--- src/rtl/control_unit.sv ---
// control_unit: multicycle CPU sequencer; decodes ir[31:27] with con_ff/stop and drives mem_ctl, gp_ctl, in_ctl, out_ctl, alu_op, run, step
module control_unit #(
  parameter logic [4:0] ADD_OP = 5'b00011,
  parameter logic [4:0] NOP_OP = 5'b11010
) (
  input  logic        clk,
  input  logic        clr,
  input  logic [31:0] ir,
  input  logic        con_ff,
  input  logic        stop,
  output logic [1:0]  mem_ctl,
  output logic [5:0]  gp_ctl,
  output logic [10:0] in_ctl,
  output logic [7:0]  out_ctl,
  output logic [4:0]  alu_op,
  output logic        run,
  output logic [3:0]  step
);
  typedef enum logic [3:0] {
    T0 = 4'd0, T1 = 4'd1, T2 = 4'd2, T3 = 4'd3, T4 = 4'd4, T5 = 4'd5, T6 = 4'd6, T7 = 4'd7,
    HALT = 4'd14, RESET = 4'd15
  } state_t;
  state_t state_q, state_d, fin;
  logic [4:0] op;
  logic t0, t1, t2, t3, t4, t5, t6, t7, last, add_f, ir_unused;
  logic rd, wr, gra, grb, grc, rin, rout, ba_out;
  logic mar_in, mdr_in, hi_in, lo_in, y_in, z_in, pc_in, ir_in, inc_pc, oport_in, conn_in;
  logic hi_out, lo_out, zlo_out, zhi_out, mdr_out, c_out, iport_out, pc_out;
  assign op = ir[31:27];
  assign ir_unused = ^ir[26:0];
  assign {t0, t1, t2, t3, t4, t5, t6, t7} = {state_q == T0, state_q == T1, state_q == T2, state_q == T3,
                                             state_q == T4, state_q == T5, state_q == T6, state_q == T7};
  always_ff @(posedge clk) state_q <= clr ? RESET : state_d;
  always_comb begin
    {rd, wr, gra, grb, grc, rin, rout, ba_out} = '0;
    {mar_in, mdr_in, hi_in, lo_in, y_in, z_in, pc_in, ir_in, inc_pc, oport_in, conn_in} = '0;
    {hi_out, lo_out, zlo_out, zhi_out, mdr_out, c_out, iport_out, pc_out} = '0;
    fin = T2;
    add_f = 1'b0;
    case (op) inside
      [5'd3:5'd11]: begin
        fin = T5;
        grb = t3; rout = t3 | t4; y_in = t3;
        grc = t4; z_in = t4;
        zlo_out = t5; gra = t5; rin = t5;
      end
      [5'd12:5'd14]: begin
        fin = T5;
        grb = t3; rout = t3; y_in = t3;
        c_out = t4; z_in = t4;
        zlo_out = t5; gra = t5; rin = t5;
      end
      [5'd0:5'd2]: begin
        fin = op[0] ? T5 : T7;
        grb = t3; ba_out = t3; y_in = t3;
        c_out = t4; z_in = t4; add_f = t4;
        zlo_out = t5; mar_in = ~op[0] & t5;
        gra = op[0] ? t5 : op[1] ? t6 : t7;
        rin = op[0] ? t5 : ~op[1] & t7;
        rd = ~op[1] & ~op[0] & t6;
        mdr_in = ~op[0] & t6;
        rout = op[1] & t6;
        mdr_out = ~op[1] & ~op[0] & t7;
        wr = op[1] & t7;
      end
      [5'd15:5'd16]: begin
        fin = T6;
        gra = t3; rout = t3 | t4; y_in = t3;
        grb = t4; z_in = t4;
        zlo_out = t5; lo_in = t5;
        zhi_out = t6; hi_in = t6;
      end
      [5'd17:5'd18]: begin
        fin = T4;
        grb = t3; rout = t3; z_in = t3;
        zlo_out = t4; gra = t4; rin = t4;
      end
      5'd19: begin
        fin = T6;
        gra = t3; rout = t3; conn_in = t3;
        pc_out = t4; y_in = t4;
        c_out = t5; z_in = t5; add_f = t5;
        zlo_out = t6 & con_ff; pc_in = t6 & con_ff;
      end
      5'd20: begin
        fin = T3;
        gra = t3; rout = t3; pc_in = t3;
      end
      5'd21: begin
        fin = T4;
        pc_out = t3; grb = t3; rin = t3;
        gra = t4; rout = t4; pc_in = t4;
      end
      5'd22: begin
        fin = T3;
        iport_out = t3; gra = t3; rin = t3;
      end
      5'd23: begin
        fin = T3;
        gra = t3; rout = t3; oport_in = t3;
      end
      5'd24: begin
        fin = T3;
        hi_out = t3; gra = t3; rin = t3;
      end
      5'd25: begin
        fin = T3;
        lo_out = t3; gra = t3; rin = t3;
      end
      default: ;
    endcase
    if (t0) begin
      pc_out = 1'b1; mar_in = 1'b1; inc_pc = 1'b1; z_in = 1'b1;
    end
    if (t1) begin
      zlo_out = 1'b1; pc_in = 1'b1; rd = 1'b1; mdr_in = 1'b1;
    end
    if (t2) begin
      mdr_out = 1'b1; ir_in = 1'b1;
    end
    alu_op = (t3 | t4 | t5 | t6 | t7) ? (add_f ? ADD_OP : op) : NOP_OP;
    last = run && state_q >= fin;
    state_d = state_q == RESET ? T0 :
              state_q == HALT ? HALT :
              !last ? state_t'(state_q + 4'd1) :
              (stop || op == 5'd27) ? HALT : T0;
  end
  assign run = state_q <= T7;
  assign step = state_q;
  assign mem_ctl = {rd, wr};
  assign gp_ctl = {gra, grb, grc, rin, rout, ba_out};
  assign in_ctl = {mar_in, mdr_in, hi_in, lo_in, y_in, z_in, pc_in, ir_in, inc_pc, oport_in, conn_in};
  assign out_ctl = {hi_out, lo_out, zlo_out, zhi_out, mdr_out, c_out, iport_out, pc_out};
endmodule

--- config.mk ---
export PLATFORM = sky130hd
export DESIGN_NAME = control_unit
export DESIGN_NICKNAME = d
export VERILOG_FILES = /design/src/rtl/control_unit.sv
export SDC_FILE = /design/constraint.sdc
export NUM_CORES = 1
export LEC_CHECK = 0
export ABC_CLOCK_PERIOD_IN_PS = 2900
export CAP_MARGIN = 0
export CORE_MARGIN = 1
export CORE_UTILIZATION = 41
export DETAILED_ROUTE_END_ITERATION = 16
export GPL_ROUTABILITY_DRIVEN = 0
export MAX_ROUTING_LAYER = met4
export PLACE_DENSITY = 0.82
export SKIP_LAST_GASP = 1
export SLEW_MARGIN = 25
export SYNTH_ARGS = -nofsm -noshare
export SYNTH_HDL_FRONTEND = slang
export SYNTH_SLANG_ARGS = --single-unit
--- constraint.sdc ---
create_clock -name clk -period 2.9 [get_ports clk]
set_input_delay 0.58 -clock clk [delete_from_list [all_inputs] [get_ports clk]]
set_output_delay 0.58 -clock clk [all_outputs]
set_load 0.01 [all_outputs]
==> run metrics, run 1 <==
status complete, no violations; mean instance size in the synthesized netlist 6.89 um^2; buffer levels on the longest clock path 2; post-synthesis share of cell area spent on xor and xnor gates 0.599%; Placeable Area 3360 um^2; area fraction in compound gates after synthesis 32.7%; mean routed wirelength per cell 16.2 um; wire length of the first global-routing pass 7440 um; share of layout cells above drive strength 1 32.3%; Cell Count Post-Placement 307; effective utilization at floorplan 43.5%; arrival time reported for the critical path endpoint 2270 ps; non-filler cells in the finished layout 312; leakage power summed over all cells 0.000925 uW; Post-DP HPWL 3710 um; combinational family with the most area after synthesis compound AO/OA/AOI/OAI gates; Setup Skew 6.91 ps; Highest Clock Rate 350 MHz; Crit Path Category in -> out; Worst path slowest cell a211o_1; synthesized cell area 1460 um^2; total negative slack for setup checks 0 ps; max_slew headroom 69.0%; share of synthesized cell area in full adder, half adder and majority cells 5.99%; flip-flop and latch count after synthesis 4; max-slew violation count 0; via density per instance 5.86; number of H-tree levels 1; vias in the first global route 1617; number of nets with antenna violations after detailed routing 0; synthesized netlist cell count 212; commonest cells in the synthesized netlist buf_4 (29), a21oi_1 (14), nand2_1 (14), nor2_1 (13), o21ai_0 (8); placement row count 21; antenna violations before repair 0; aggregate routed wire length 5060 um; Post-synth EDFFs 0; cell type with the highest aggregate area in the netlist buf_4; startpoint type of the worst setup path primary input; GR Overflow Total 0; multiplexer share of the synthesized area 1.46%; number of sinks driven by the clock tree 4; TritonCTS clock tree done; detailed-route DRC error count 0; Worst Setup End Kind primary output; area overhead of the layout relative to synthesis 46.4%; drt initial violations 118; clock buffers created by TritonCTS 3; 1st-pass router iterations 4; Port Buffer Count 45; largest net degree at the start of global routing 23; Total GRT Usage 27.3%; most repeated cell in the gate-level netlist after synthesis buf_4; diode count 0; simple-gate portion of the synthesized area 31.6%; cell breakdown of the critical path clkdlybuf4s15_1 > buf_6 > buf_4 > and4_1 > buf_4 > nor4_4 > a211o_1 > a31o_2 > dlygate4sd2_1; largest driver fanout on the critical path 8; worst slew pin tran 465 ps; total power per unit cell area 493 nW/um^2; biggest area contributors in the synthesized netlist buf_4 (15%), ha_1 (6.0%), dfxtp_1 (5.5%); net count after synthesis 255; endpoint required time on the critical path 2320 ps; number of endpoints failing setup at the final stage 0; crit share post-route 98.4%; Hold/Removal Path Class reg -> reg; maximum resistive drop on vdd 0.000548 V; sequential fraction of the synthesis area 5.48%; RSZ-0062 raised after global routing true; horizontal extent of the die 61.7 um; number of flip-flops in the largest register 4; Worst path most repeated cell buf_4; Distinct cells, synth 60; max cap viols 0; delay of the slowest cell on the worst path 290 ps; number of buffers added to fix hold violations after cts 0; Tmin final 2850 ps; floorplan die height 61.7 um; primary flip-flop cell chosen by synthesis mapping dfxtp_1; number of I/O pins 73; Synthesis Warnings 0; area share of the leading cell type in the synthesized netlist 14.9%; final-stage net count 311; worst-skew pair later-pin latency 240 ps; endpoints failing hold 0; total number of vias 1828; full die area 3810 um^2; clock input transition at the sequential cells of the worst setup and hold paths 30 ps; master cell of the clock root buffer clkbuf_4; fraction of registers with async set/reset 0%
## cell type report
cell class / count / area (um^2)
Inverter: 6 / 22.5
Tap cell: 46 / 57.6
Fill cell: 312 / 1220
Multi-Input combinational cell: 157 / 1130
Timing Repair Buffer: 96 / 826
Clock buffer: 3 / 22.5
Sequential cell: 4 / 81.3
## cell usage in the layout, fill, tap and decap left out, types with 4 or more instances in the layout
cell type | Yosys | final
nor3_1 | 5 | 4
nor2_1 | 13 | 11
buf_6 | 2 | 4
a21o_1 | 5 | 5
nor2b_1 | 5 | 4
o22ai_1 | 4 | 4
inv_1 | 6 | 6
a31o_2 | 4 | 4
nand3_1 | 6 | 6
o21ai_0 | 8 | 8
clkdlybuf4s50_1 | 0 | 30
a211oi_1 | 5 | 5
nand2b_1 | 7 | 7
a21oi_1 | 14 | 13
buf_4 | 29 | 47
nand2_1 | 14 | 14
ha_1 | 7 | 5
dlygate4sd2_1 | 0 | 11
## critical path, delay by kind of cell
family | cells | cell delay (ps)
compound gates | 2 | 500
buf+inv | 5 | 910
simple gates | 2 | 260
## cell families after synthesis
group,Yosys count
fa+ha+maj,7
simple gates,80
compound gates,67
xor+xnor,1
buf+inv,51
mux,2
flops,4
## power by group
part	switching (uW)	leakage, uW	internal, uW
sequential	68.7	0.0000334	82.9
combinational	413	0.000878	418
clock	25.1	0.0000138	46.4
## metrics by stage
step | setup slack [ps] | total power, uW | area [um^2] | utilization (%) | hold slack [ps]
3_5_place_dp | -445 | 946 | 2040 | 60.5 | 681
5_1_grt | -37.0 | 1140 | 2140 | 63.6 | 710
6_report | 46.8 | 1050 | 2140 | 63.6 | 693
4_1_cts | 3.94 | 1030 | 2120 | 62.9 | 694
3_3_place_gp | -435 | 915 | 2040 | 60.5 | 673
2_1_floorplan | 362 | 620 | 1460 | - | 643
## final timing paths
check	from	end	slack (ps)	cells past startpoint
max reg2reg	step[2]	step[1]	800	6
min	step[0]	step[0]	690	2
max	ir[29]	gp_ctl[2]	50	9
min reg2reg	step[0]	step[0]	690	2
## metal layers
| metal | up-vias | track usage, % | wire (um) |
|---|---|---|---|
| met4 | 0 | 12.4 | 146 |
| met5 | - | - | 0 |
| met2 | 111 | 44.5 | 2400 |
| li1 | 863 | - | - |
| met3 | 15 | 2.90 | 428 |
| met1 | 839 | 34.0 | 2080 |
## what timing repair did
action / in CTS / in global routing
endpoints found under the setup margin: 28 / 19
gates resized for setup: 36 / 10
pin swaps: 1 / 1
buffers inserted: 1 / 1
No activity file was read; power rests on OpenSTA's default activity.
==> run 2: changes to the inputs <==
--- a/config.mk
+++ b/config.mk
@@ -11,8 +11,10 @@
 export CORE_UTILIZATION = 41
 export DETAILED_ROUTE_END_ITERATION = 16
 export GPL_ROUTABILITY_DRIVEN = 0
+export GPL_TIMING_DRIVEN = 0
 export MAX_ROUTING_LAYER = met4
 export PLACE_DENSITY = 0.82
+export RECOVER_POWER = 100
 export SKIP_LAST_GASP = 1
 export SLEW_MARGIN = 25
 export SYNTH_ARGS = -nofsm -noshare
==> run 2 against run 1 <==
  * The run now ends with negative setup slack left
  * Fmax fell by 2.5%
  * Non-clock buffer count rose by 3
  * Flip-flop and latch count did not move
  * Clock power down 4.5%
  * Global-route usage shrank 0.32 points
  * Wire length grew 1.2%
  * Count of clock-buffer cells in the layout stayed put
  * Sequential power fell by 16%
  * Sequential share of layout area is 0.12 points higher
  * Largest power group unchanged
  * First-iteration DRC count rose by 16%
==> run metrics, run 2 (synthesis results as in run 1) <==
reg-to-reg critical path startpoint step[0]; failing checks negative setup slack; total power per unit cell area 466 nW/um^2; final-stage net count 314; Worst path most repeated cell buf_4; Highest Clock Rate 342 MHz; number of H-tree levels 1; arrival time reported for the critical path endpoint 2340 ps; vias in the first global route 1644; leakage power summed over all cells 0.000958 uW; crit share post-route 101%; number of nets with antenna violations after detailed routing 0; largest driver fanout on the critical path 10; HP Start step[0]; end point of the worst hold path step[0]; worst slew pin tran 522 ps; mean routed wirelength per cell 16.3 um; share of layout cells above drive strength 1 37.9%; CP delay by family, top buffers and inverters; cell-internal power 521 uW; setup slack at placement -638 ps; Cell Count Post-Placement 302; max_slew headroom 65.2%; maximum resistive drop on vdd 0.000448 V; tightest hold margin 622 ps; worst-skew pair later-pin latency 230 ps; Port Buffer Count 44; Total GRT Usage 27.0%; antenna violations before repair 0; Post-DP HPWL 3480 um; placement row count 21; cell breakdown of the critical path buf_2 > buf_4 > and2_1 > o21ai_0 > a21oi_1 > o32ai_1 > buf_4 > clkdlybuf4s50_1; effective utilization at floorplan 43.5%; aggregate routed wire length 5120 um; most common library cell in the layout ignoring fill and taps buf_4; fin util 65.4%; Worst path slowest cell clkdlybuf4s50_1; switching fraction of total power 49.2%; critical register-to-register path endpoint step[1]; total number of vias 1905; non-filler cells in the finished layout 315; Critical path buffers and inverters 4; status complete, but fails checks; number of buffers added to fix hold violations after cts 0; buffer levels on the longest clock path 2; largest net degree at the start of global routing 11; minimum setup slack among reg-to-reg paths 1170 ps; Placeable Area 3360 um^2; Setup Skew 0.865 ps; number of endpoints failing setup at the final stage 3; detailed-route DRC error count 0; endpoints failing hold 0; startpoint type of the worst setup path primary input; clock input transition at the sequential cells of the worst setup and hold paths 40 ps; via density per instance 6.05; clock buffers created by TritonCTS 3; post-route setup slack -24.8 ps; number of flip-flops in the largest register 4; Tmin final 2920 ps; total negative slack for setup checks -35.7 ps; number of sinks driven by the clock tree 4; number of I/O pins 73; max cap viols 0; net switching power 505 uW; GR Overflow Total 0; commonest cells after routing, fill and taps aside buf_4 (38), clkdlybuf4s50_1 (25), nand2_1 (14); drt initial violations 137; Worst Hold Depth 2; full die area 3810 um^2; Hold/Removal Path Class reg -> reg; number of cell instances on the worst register-to-register path 6; diode count 0; Sequential Power Share 12.5%; TritonCTS clock tree done; max-slew violation count 0; RSZ-0062 raised after global routing true; floorplan die height 61.7 um; Crit Path Category in -> out; delay of the slowest cell on the worst path 480 ps; endpoint required time on the critical path 2320 ps; master cell of the clock root buffer clkbuf_4; area overhead of the layout relative to synthesis 50.5%; flip-flop and latch area 86.3 um^2; wire length of the first global-routing pass 7500 um; multi-input gate area in the final layout 1180 um^2; share of power burned in the clock network 6.7%; horizontal extent of the die 61.7 um; 1st-pass router iterations 5; Worst Setup End Kind primary output; fillcell total 309; combinational group share of total power 80.9%
[run 2: cell count changes in the layout (fill, tap and decap cells not counted), moves of 4 or more]
cell	delta
buf_4	-9
buf_2	+7
dlygate4sd3_1	+7
dlygate4sd2_1	-6
clkdlybuf4s50_1	-5
clkbuf_4	+4
[run 2: power by group through the flow]
stage / Combinational [uW] / Clock, uW / Sequential, uW
2_1_floorplan: 497 / 0 / 123
3_3_place_gp: 753 / 0 / 117
3_5_place_dp: 774 / 0 / 117
4_1_cts: 822 / 70.9 / 133
5_1_grt: 895 / 74.2 / 133
6_report: 829 / 68.3 / 128
[run 2: cell type report]
type	count	share of cell area, %
Buffer	42	14.1
Tap cell	46	2.62
Inverter	6	1.02
Sequential cell	4	3.92
Multi-Input combinational cell	157	53.6
Timing Repair Buffer	57	23.7
Clock buffer	3	1.02
[run 2: worst reg2reg max path, stage by stage (launching register included)]
cell and delay, ps:
dfxtp_2 400, inv_2 80, ha_1 280, nand2b_1 160
a311oi_1 400, o21bai_1 130, a21o_1 180
[run 2: worst max path at each step]
stage / startpoint / depth (start not counted) / to / slack (ps)
finish: ir[30] / 8 / gp_ctl[4] / -20
detailed placement: ir[29] / 7 / mem_ctl[1] / -640
CTS: ir[31] / 6 / mem_ctl[1] / -90
floorplan: ir[27] / 11 / step[1] / 360
global placement: ir[29] / 7 / mem_ctl[1] / -630
global route: ir[30] / 7 / mem_ctl[0] / -70
[run 2: repair_timing]
action | 4_1_cts | 5_1_grt
setup endpoints to repair | 32 | 14
pin swaps | 7 | 2
resized for setup | 62 | 12
setup buffers | 9 | 4
[run 2: metal layers]
layer,track usage [%],vias to the layer above,routed length (um)
li1,-,869,-
met1,34.5,855,2080
met2,43.2,151,2380
met3,3.11,30,476
met4,11.4,0,185
met5,-,-,0
[run 2: through the flow]
stage	power (uW)	area [um^2]
CTS	1030	2160
finish	1030	2200
global route	1100	2200
global placement	870	1960
floorplan	620	1460
detailed placement	891	1960
==> patch, RTL diff (config.mk and constraints of run 1) <==
Put a register stage on the outputs `mem_ctl`, `gp_ctl`, `in_ctl` and `out_ctl`. The values now appear one clock later. The other outputs are not delayed to match. Comments in the files are not updated.
--- a/src/rtl/control_unit.sv
+++ b/src/rtl/control_unit.sv
@@ -129,6 +129,8 @@
   assign step = state_q;
-  assign mem_ctl = {rd, wr};
-  assign gp_ctl = {gra, grb, grc, rin, rout, ba_out};
-  assign in_ctl = {mar_in, mdr_in, hi_in, lo_in, y_in, z_in, pc_in, ir_in, inc_pc, oport_in, conn_in};
-  assign out_ctl = {hi_out, lo_out, zlo_out, zhi_out, mdr_out, c_out, iport_out, pc_out};
+  always_ff @(posedge clk) begin
+    mem_ctl <= {rd, wr};
+    gp_ctl  <= {gra, grb, grc, rin, rout, ba_out};
+    in_ctl  <= {mar_in, mdr_in, hi_in, lo_in, y_in, z_in, pc_in, ir_in, inc_pc, oport_in, conn_in};
+    out_ctl <= {hi_out, lo_out, zlo_out, zhi_out, mdr_out, c_out, iport_out, pc_out};
+  end
 endmodule
Function: changed (a bounded check fails within 4 cycles, from zero or initial values).
==> patch against run 1 <==
  * Critical path depth is 3 lower
  * Critical path type unchanged
  * Clock power increased to 4.4 times the old value
  * Area after synthesis is 12% higher
  * Design area increased by 18%
  * Setup slack improved by 0.18 ns
  * Wire length shrank 6.3%
  * Largest power group unchanged
  * Total power up 42%
  * Sequential cell count grew 26
==> patch: results (changes against run 1) <==
Power
  – Leakage: 1.07 nW (+16%)
  – Peak VDD IR: 0.000571 V (+4.2%)

STA
  – Relative slew slack: 71.7% (+2.7 points)
  – Clock Skews: 0.00589 ns (-0.00102 ns)

Logic synthesis
  – Adder-cell share of the synthesized area: 5.36% (-0.64 points)
  – Synth Area in Compound Gates: 21.7% (-11 points)
  – Post-synthesis sequential area ratio: 36.7% (+31 points)
  – Post-synthesis mux area share: 0.689% (-0.77 points)
  – Post-synth cell types: 52 (-13%)
  – Post-synth top cells: dfxtp_1 (30), nand2_1 (24), nor2_1 (18), a21oi_1 (10), o21ai_0 (9)
  – Syn nets: 244 (-4.3%)
  – Top_reg_cell synth: dfxtp_1
  – Ranking of synthesized cells by area: dfxtp_1 (37%), nand2_1 (5.5%), ha_1 (5.4%), nor2_1 (4.1%), a21oi_1 (3.1%)
  – Post-Synth XOR/XNOR Area: 1.61% (+1.0 points)

Global routing
  – Gr usage total: 24.3% (-3.0 points)
  – Vias in the first global route: 1675 (+3.6%)
  – Global-route wire length before repair: 7.67 mm (+3.1%)
  – Largest net degree at the start of global routing: 17 (-26%)

Final layout
  – Share of layout cells above drive strength 1: 21.6% (-11 points)
  – Fillers: 322 (+3.2%)
  – Final Net Count: 327 (+5.1%)

Clock network
  – Htree depth: 2 (+1)
  – CTS buffer count: 5 (+2)
  – CTS root buffer: clkbuf_8
  – Post-CTS Setup Inserts: 0 (-1)
  – CTS clk-pin slew, worst paths: 0.06 ns (+0.03 ns)
  – Worst skew pair latency: 0.28 ns (+0.04 ns)

Critical path
  – Worst path arrival time: 2.09 ns (-0.18 ns)
  – Launch point of the worst reg-to-reg path: step[0]$_SDFF_PP1_
  – R2r endpoint: step[1]$_SDFF_PP1_
  – Crit path to: alu_op[2]
  – R2R depth: 7 (+1)
  – Crit-path max FO: 7 (-1)
  – R2r setup slk: 1.00 ns (+0.20 ns)

Route
  – Wire length per cell: 14.3 µm (-12%)
  – Iter 0 DRT Violations: 146 (+24%)
  – Routed via count: 1859 (+1.7%)
  – DR pass1 iterations: 5 (+1)

Run status
  – Outcome: finished, final reports clean

Placed design
  – Post-DP HPWL: 3.50 mm (-5.6%)
==> patch: per-layer routing <==
layer / vias up / wire length [µm] / part of all wire [%] / global-route usage (%)
met3: 28 / 423 / 8.9 / 6.08
met1: 833 / 1960 / 41 / 29.2
met2: 116 / 2150 / 45 / 37.8
li1: 882 / - / - / -
met4: 0 / 214 / 4.5 / 12.8
met5: - / 0 / 0 / -
==> patch: cell families after synthesis <==
| group | Yosys count |
|---|---|
| mux | 1 |
| simple gates | 90 |
| buf+inv | 20 |
| compound gates | 50 |
| xor+xnor | 3 |
| flops | 30 |
| fa+ha+maj | 7 |
==> patch: area by class of cell <==
cell class,instances,area share (%)
inverter,6,0.892
multi-input combinational,151,38.0
timing repair buffer,90,31.6
tap,48,2.38
clock buffer,6,3.27
sequential,30,23.9
==> patch: critical path, cell delays in order <==
cell and delay [ns]:
dlygate4sd2_1 0.34, buf_4 0.16, buf_4 0.14, inv_1 0.06, nor3_1 0.23, clkdlybuf4s50_1 0.58
==> patch: timing repair <==
action / 4_1_cts / 5_1_grt
pin swaps: 0 / 1
endpoints found under the setup margin: 5 / 5
resized for setup: 6 / 8
==> patch: where the power goes <==
part | leakage (nW) | internal [mW] | switching (mW)
combinational | 0.783 | 0.327 | 0.379
sequential | 0.244 | 0.457 | 0.0195
clock | 0.0431 | 0.182 | 0.132
==> patch: through the flow <==
stage / cell area (µm²) / power (mW) / setup slack [ns] / hold slack [ns] / std cells
floorplan: 1640 / 0.848 / 0.347 / 0.599 / 201
global placement: 2410 / 1.15 / -0.157 / 0.616 / 325
detailed placement: 2410 / 1.17 / -0.169 / 0.622 / 325
CTS: 2500 / 1.49 / 0.0175 / 0.602 / 331
global route: 2520 / 1.58 / 0.0913 / 0.645 / 331
finish: 2520 / 1.50 / 0.228 / 0.611 / 331
==> patch: worst min path at each step <==
stage	from	to	slack (ns)	cells after the start
after floorplan	step[0]$_SDFF_PP1_	step[3]$_SDFF_PP1_	0.60	2
after global placement	step[0]$_SDFF_PP1_	step[3]$_SDFF_PP1_	0.62	2
after detailed placement	step[3]$_SDFF_PP1_	mem_ctl[1]$_SDFF_PN1_	0.62	2
after CTS	step[0]$_SDFF_PP1_	step[3]$_SDFF_PP1_	0.60	2
after global routing	step[0]$_SDFF_PP1_	step[3]$_SDFF_PP1_	0.64	2
final	step[0]$_SDFF_PP1_	step[3]$_SDFF_PP1_	0.61	2
